**src/rtl/regfile_sb.sv**
```systemverilog
// regfile_sb: multi-port integer register file with write-through bypass
// and a per-register busy scoreboard for RAW hazard detection at decode.
// Register 0 reads as zero and is never busy.
module regfile_sb #(
  parameter int XLEN = 32,
  parameter int NREG = 32,
  parameter int NRD  = 2,
  parameter int NWR  = 2,
  localparam int AW  = $clog2(NREG)
) (
  input  logic                 clk,
  input  logic                 rst_n,
  input  logic [NRD*AW-1:0]    ra,
  output logic [NRD*XLEN-1:0]  rd,
  output logic [NRD-1:0]       rbusy,
  input  logic [NWR-1:0]       we,
  input  logic [NWR*AW-1:0]    wa,
  input  logic [NWR*XLEN-1:0]  wd,
  input  logic [NWR-1:0]       wclr,
  input  logic                 iss_valid,
  input  logic [AW-1:0]        iss_rd,
  output logic [NREG*XLEN-1:0] dbg_regs
);

  // Committed contents and busy flags, gathered from the per-register slices.
  logic [XLEN-1:0] rf_all [NREG];
  logic [NREG-1:0] busy_all;

  genvar gi;

  generate
    for (gi = 0; gi < NREG; gi++) begin : g_reg
      if (gi == 0) begin : g_zero
        assign rf_all[gi]   = '0;
        assign busy_all[gi] = 1'b0;
      end else begin : g_live
        logic [XLEN-1:0] rf_q, rf_d;
        logic            busy_q, busy_d;

        // Next state: highest-index matching write port wins the data;
        // a same-cycle issue overrides any clear since it is the newer producer.
        always_comb begin
          rf_d   = rf_q;
          busy_d = busy_q;
          for (int j = 0; j < NWR; j++) begin
            if (we[j] && (wa[j*AW +: AW] == AW'(gi))) begin
              rf_d = wd[j*XLEN +: XLEN];
              if (wclr[j]) busy_d = 1'b0;
            end
          end
          if (iss_valid && (iss_rd == AW'(gi))) busy_d = 1'b1;
        end

        // State register with asynchronous clear.
        always_ff @(posedge clk or negedge rst_n) begin
          if (!rst_n) begin
            rf_q   <= '0;
            busy_q <= 1'b0;
          end else begin
            rf_q   <= rf_d;
            busy_q <= busy_d;
          end
        end

        assign rf_all[gi]   = rf_q;
        assign busy_all[gi] = busy_q;
      end

      assign dbg_regs[gi*XLEN +: XLEN] = rf_all[gi];
    end
  endgenerate

  generate
    for (gi = 0; gi < NRD; gi++) begin : g_rd
      logic [AW-1:0]   addr;
      logic [XLEN-1:0] data;
      logic            bsy;

      assign addr = ra[gi*AW +: AW];

      // Read mux with bypass; a clearing write in flight hides the busy bit
      // because its data is already visible on rd. Reset forces zero outputs.
      always_comb begin
        data = rf_all[addr];
        bsy  = busy_all[addr];
        for (int j = 0; j < NWR; j++) begin
          if (we[j] && (wa[j*AW +: AW] == addr)) begin
            data = wd[j*XLEN +: XLEN];
            if (wclr[j]) bsy = 1'b0;
          end
        end
        if ((addr == '0) || !rst_n) begin
          data = '0;
          bsy  = 1'b0;
        end
      end

      assign rd[gi*XLEN +: XLEN] = data;
      assign rbusy[gi]           = bsy;
    end
  endgenerate

endmodule

```
**config.mk**
```make
export PLATFORM = sky130hd
export DESIGN_NAME = regfile_sb
export DESIGN_NICKNAME = d
export VERILOG_FILES = /design/src/rtl/regfile_sb.sv
export SDC_FILE = /design/constraint.sdc
export NUM_CORES = 2
export LEC_CHECK = 0
export ABC_AREA = 1
export CAP_MARGIN = 40
export CORE_AREA = 2 2 468 470
export CTS_CLUSTER_DIAMETER = 120
export DETAILED_ROUTE_END_ITERATION = 7
export DIE_AREA = 0 0 470 472
export SYNTH_ARGS = -nofsm -noshare
export SYNTH_HDL_FRONTEND = slang
export SYNTH_SLANG_ARGS = --single-unit
export TNS_END_PERCENT = 5
```
**constraint.sdc**
```tcl
create_clock -name clk -period 2 [get_ports clk]
set_input_delay 0.2 -clock clk [delete_from_list [all_inputs] [get_ports clk]]
set_output_delay 0.2 -clock clk [all_outputs]
set_load 0.03 [all_outputs]
```
== Yosys cells after proc, flatten, opt, wreduce, memory -nomap -nowiden ==
Cells that the tools add are included.
Storage, ports and cells
  output and inout bits: 1090
  input bits: 96
  logic and storage cells: 541
  register bits: 1023
Cells by class
  $lt $le $gt $ge: 4
  reductions and logical operators: 133
  muxes and demuxes: 243
  equality and inequality tests: 97
  bitwise operators: 2
Operators with widths (number)
  32-bit 2-to-1 mux: 72
  32-bit binary-select mux with 5-bit select: 2
  5-bit == test, second input constant: 48
  1-bit 2-to-1 mux: 167
  5-bit by 4-bit == test with 1-bit output, second input constant: 24
  1-bit logical AND: 97
  2-bit nonzero test: 31
  5-bit by 3-bit == test with 1-bit output, second input constant: 12
  5-bit by 2-bit == test with 1-bit output, second input constant: 6
  5-bit == test: 4
  5-bit by 1-bit == test with 1-bit output, second input constant: 3
  6-bit greater-or-equal comparator, second input constant: 2
  5-bit by 6-bit less-than comparator with 1-bit output, second input constant: 2
  5-bit NOT with 6-bit output: 2
  1-bit binary-select mux with 5-bit select: 2
  5-bit zero test: 2
  1-bit logical OR: 2
  1-bit zero test: 1

== Depth between registers and ports, before layout ==
  word-level depth: 7
  mapped depth: 14
  mapped depth without buffers: 10

== Worst setup path after synthesis ==
Ideal clock, no wire load.
  path type: input -> output
  from: in ra[4]
  to: out rd[10]
  slack: -12 ps
  path buffers: 3
  cell stages on the path: 9
  required time: 1800 ps
  arrival time: 1812 ps
  path through: buf_2 clkinv_1 o22ai_1 nor2_1 nand3_1 buf_4 clkbuf_1 nand3_1 a21oi_1
Between the ends
  longest elaborated chain between the ends: 7
  elaborated cells on any way between the ends: 13
  those cells by class: 2 x eq/ne; 6 x mux; 1 x bitwise; 4 x reduce/logical
RTL lines
  start, declared: RTL line 13  | input logic [NRD*AW-1:0] ra,
  5-bit NOT with 6-bit output (not written as such): RTL line 84  | data = rf_all[addr];
  32-bit binary-select mux with 5-bit select: RTL line 84
  32-bit 2-to-1 mux (not written as such) (2 in series): RTL line 84
  32-bit 2-to-1 mux (2 in series): RTL line 87  | if (we[j] && (wa[j*AW +: AW] == addr)) begin
  32-bit 2-to-1 mux (*): RTL line 92  | if ((addr == '0) || !rst_n) begin
  end, declared: RTL line 14  | output logic [NRD*XLEN-1:0] rd,
Mark *: on every way between the ends. The rest lies on a longest branch, timed or not. The select of a mux whose other input is x is not followed.

== Final worst setup path ==
  from: reg g_reg[23].g_live.rf_q[14]
  to: out rd[46]
Between the ends
  longest elaborated chain between the ends: 6
RTL lines
  start, declared: RTL line 37  | logic [XLEN-1:0] rf_q, rf_d;
  start signal, assigned: RTL line 60  | rf_q <= rf_d;
  32-bit binary-select mux with 5-bit select: RTL line 84
  32-bit 2-to-1 mux (not written as such) (2 in series): RTL line 84
  32-bit 2-to-1 mux (2 in series): RTL line 87
  32-bit 2-to-1 mux: RTL line 92
Every way passes these cells. The select of a mux whose other input is x is not followed.

==> flow_metrics.env <==
export IMPL_run_status="finished, violations left"
export IMPL_violations="setup timing"
export IMPL_die_y_microns=472
export IMPL_synthFlopType="dfrtp_1"
export IMPL_syn_area_per_cell_sq_um=6.360
export IMPL_via_count=100066
export IMPL_rows=171
export IMPL_critical_path_class="reg -> out"
export IMPL_synth_edff_count=0
export IMPL_ir_worst_vdd_uv=994.7
export IMPL_setup_slack_ns=-0.7733
export IMPL_routed_wirelength_microns=567300
export IMPL_grtUsageTotal=0.4906
export IMPL_skew_ns=0
export IMPL_firstDrtPassIters=7
export IMPL_fin_crit_ns=2.773
export IMPL_dp_cells=15585
export IMPL_tightest_slew_ns=1.070
export IMPL_grt_max_degree=158
export IMPL_leakagePower_nw=52.23
export IMPL_async_flop_share=1.000
export IMPL_rr_worst_depth=5
export IMPL_yosysSeqAreaShare=0.3677
export IMPL_rsz0062_at_grt="true"
export IMPL_max_slew_margin_rel=0.2864
export IMPL_r2r_end="g_reg[7].g_live.rf_q[9]$_DFFE_PN0P_"
export IMPL_fp_coreArea_sq_mm=0.2165
export IMPL_finalWeightedCongestion=1.070
export IMPL_viasPerCell=6.131
export IMPL_die_area_sq_mm=0.2218
export IMPL_htreeDepth=4
export IMPL_ys_top_cells_by_area="dfrtp_1, o21ai_0, nand2_1"
export IMPL_clk_pin_slew_ns=0.06
export IMPL_r2r_slack_ns=0.95
export IMPL_ys_ff_latch=1023
export IMPL_ys_warn_count=0
export IMPL_dieWidth_microns=470
export IMPL_grt_pass1_wl_microns=764100
export IMPL_start_kind="flop"
export IMPL_rr_startpoint="g_reg[7].g_live.rf_q[9]$_DFFE_PN0P_"
export IMPL_clock_path_buffers=3
export IMPL_syn_inst=10947
export IMPL_cts_sinks=1023
export IMPL_area_growth_pct=59.60
export IMPL_min_from="wd[50]"
export IMPL_synth_top_area_share=0.3677
export IMPL_final_cells=16320
export IMPL_antenna_found_initial=85
export IMPL_end_kind="output port"
export IMPL_antenna_left=0
export IMPL_cts_root_buf="clkbuf_16"
export IMPL_globalRouteOverflowTotal=0
export IMPL_hold_violations=0
export IMPL_cts_tree="yes"
export IMPL_drt_iter0_drc=15549
export IMPL_cp_max_fo=3
export IMPL_slew_viol_final=0
export IMPL_finalSetupViolCount=994
export IMPL_hpwl_microns=420900
export IMPL_power_density_mw_per_mm2=1090
export IMPL_arrival_ns=2.57
export IMPL_hold_class="in -> reg"
export IMPL_fmax_mhz=360.6
export IMPL_max_cap_violations=0
export IMPL_post_route_period_util=1.387
export IMPL_synth_common_cells="nand2_1, o21ai_0, nand3_1"
export IMPL_ys_types=29
export IMPL_cts_buffers=137
export IMPL_final_nets=13395
export IMPL_worstSkewPairLatency_ns=0.84
export IMPL_yosysMostFrequentCell="nand2_1"
export IMPL_route_detailed_drc=0
export IMPL_utilization=0.5132
export IMPL_io_pins=1186
export IMPL_wire_per_inst_microns=34.76
export IMPL_holdPathStages=4
export IMPL_drive_above_1_share=0.2682
export IMPL_cp_required_ns=1.80
export IMPL_yosysTopAreaCell="dfrtp_1"
export IMPL_first_global_vias=91143
export IMPL_start_util=0.3216
export IMPL_syn_cell_area_sq_mm=0.06962
export IMPL_portBuffers=1153
export IMPL_hold_end="g_reg[7].g_live.rf_q[18]$_DFFE_PN0P_"
==> cell type report <==
type                    instances  area (sq um)
flip-flops and latches       1023         25710
fillers                     21190        105400
repair buffers               3265         32830
diodes                         64         160.2
clock inverters                45         709.4
clock buffers                 197          3915
multi-input cells            7907         40540
well taps                    2854          3571
inverters                     965          3686
==> critical path, cell delays in order, from the launching register on <==
cell and delay (ns):
dfrtp_1 0.36, inv_2 0.07, nand2_2 0.08, nand3_2 0.08
nand3_2 0.08, nand3_2 0.10, nand3_2 0.11, buf_6 0.16
nand3_4 0.21, a21oi_4 0.28, buf_12 0.15
==> metal layers <==
layer | GRT usage | up-vias | routed length (microns)
met1 | 0.6132 | 48063 | 205700
li1 | - | 40962 | -
met2 | 0.6989 | 8891 | 228000
met5 | 0 | - | 459
met4 | 0.3618 | 56 | 53950
met3 | 0.1657 | 2094 | 79120
==> placed cells by master (no fill, tap or decap), types with 35 or more instances in the layout <==
master	instances
dfrtp_2	85
clkbuf_1	35
diode_2	64
inv_2	297
a21oi_1	43
nand2_1	2535
buf_4	1719
clkdlybuf4s50_1	984
buf_6	48
nor2_1	548
nand3_2	386
o21ai_0	2333
nand2_2	114
nand3_4	133
nand3_1	1289
inv_1	654
o21ai_1	94
buf_12	447
clkbuf_16	138
o22ai_1	241
dfrtp_1	938
==> stage by stage <==
| step | power (mW) | hold slack [ns] | setup slack (ns) | area (sq um) | setup TNS, ns |
|---|---|---|---|---|---|
| 3_5_place_dp | 87.11 | 0.2727 | -1.109 | 98700 | -319.77 |
| 6_report | 121.2 | 0.06222 | -0.7733 | 111100 | -226.58 |
| 4_1_cts | 117.0 | 0.002773 | -0.6806 | 108000 | -259.26 |
| 2_1_floorplan | 54.76 | -0.09559 | -0.01246 | 69740 | -0.3615 |
| 5_1_grt | 124.1 | 0.04890 | -0.7753 | 111000 | -242.51 |
| 3_3_place_gp | 86.95 | 0.2795 | -1.199 | 98680 | -307.58 |
==> logic make-up after synthesis <==
group | share of synthesized area
AND/OR/NAND/NOR | 0.3062
AO/OA/AOI/OAI | 0.2105
buffers and inverters | 0.1155
flip-flops | 0.3677
XOR/XNOR | 0.0001258
other | 0.00005386
==> worst max path at each step <==
stage / start / end / slack [ns] / cells past startpoint
2_1_floorplan: ra[4] / rd[11] / -0.01 / 9
3_3_place_gp: wa[6] / rd[43] / -1.20 / 11
3_5_place_dp: wa[6] / rd[43] / -1.11 / 11
4_1_cts: g_reg[18].g_live.rf_q[17]$_DFFE_PN0P_ / rd[49] / -0.68 / 11
5_1_grt: g_reg[17].g_live.rf_q[14]$_DFFE_PN0P_ / rd[46] / -0.78 / 10
6_report: g_reg[23].g_live.rf_q[14]$_DFFE_PN0P_ / rd[46] / -0.77 / 10
==> flip-flops by register name, summed over array words and instances, names as in the netlist <==
signal / cells
g.g_live.busy_q: 31
g.g_live.rf_q: 992
==> where the power goes <==
| part | switching, mW | total [mW] | internal (mW) | leakage (nW) |
|---|---|---|---|---|
| sequential | 4.54 | 31.0 | 26.4 | 11.9 |
| clock | 11.2 | 26.7 | 15.5 | 2.26 |
| combinational | 39.6 | 63.5 | 24.0 | 38.0 |
==> timing repair <==
action,in CTS,in global routing
buffers inserted,262,178
hold endpoints to repair,840,0
endpoints found under the setup margin,1038,1038
hold buffers,13,0
gates resized for setup,701,586
pin swaps,183,231
Note: power is estimated with default switching activity, not from simulation.
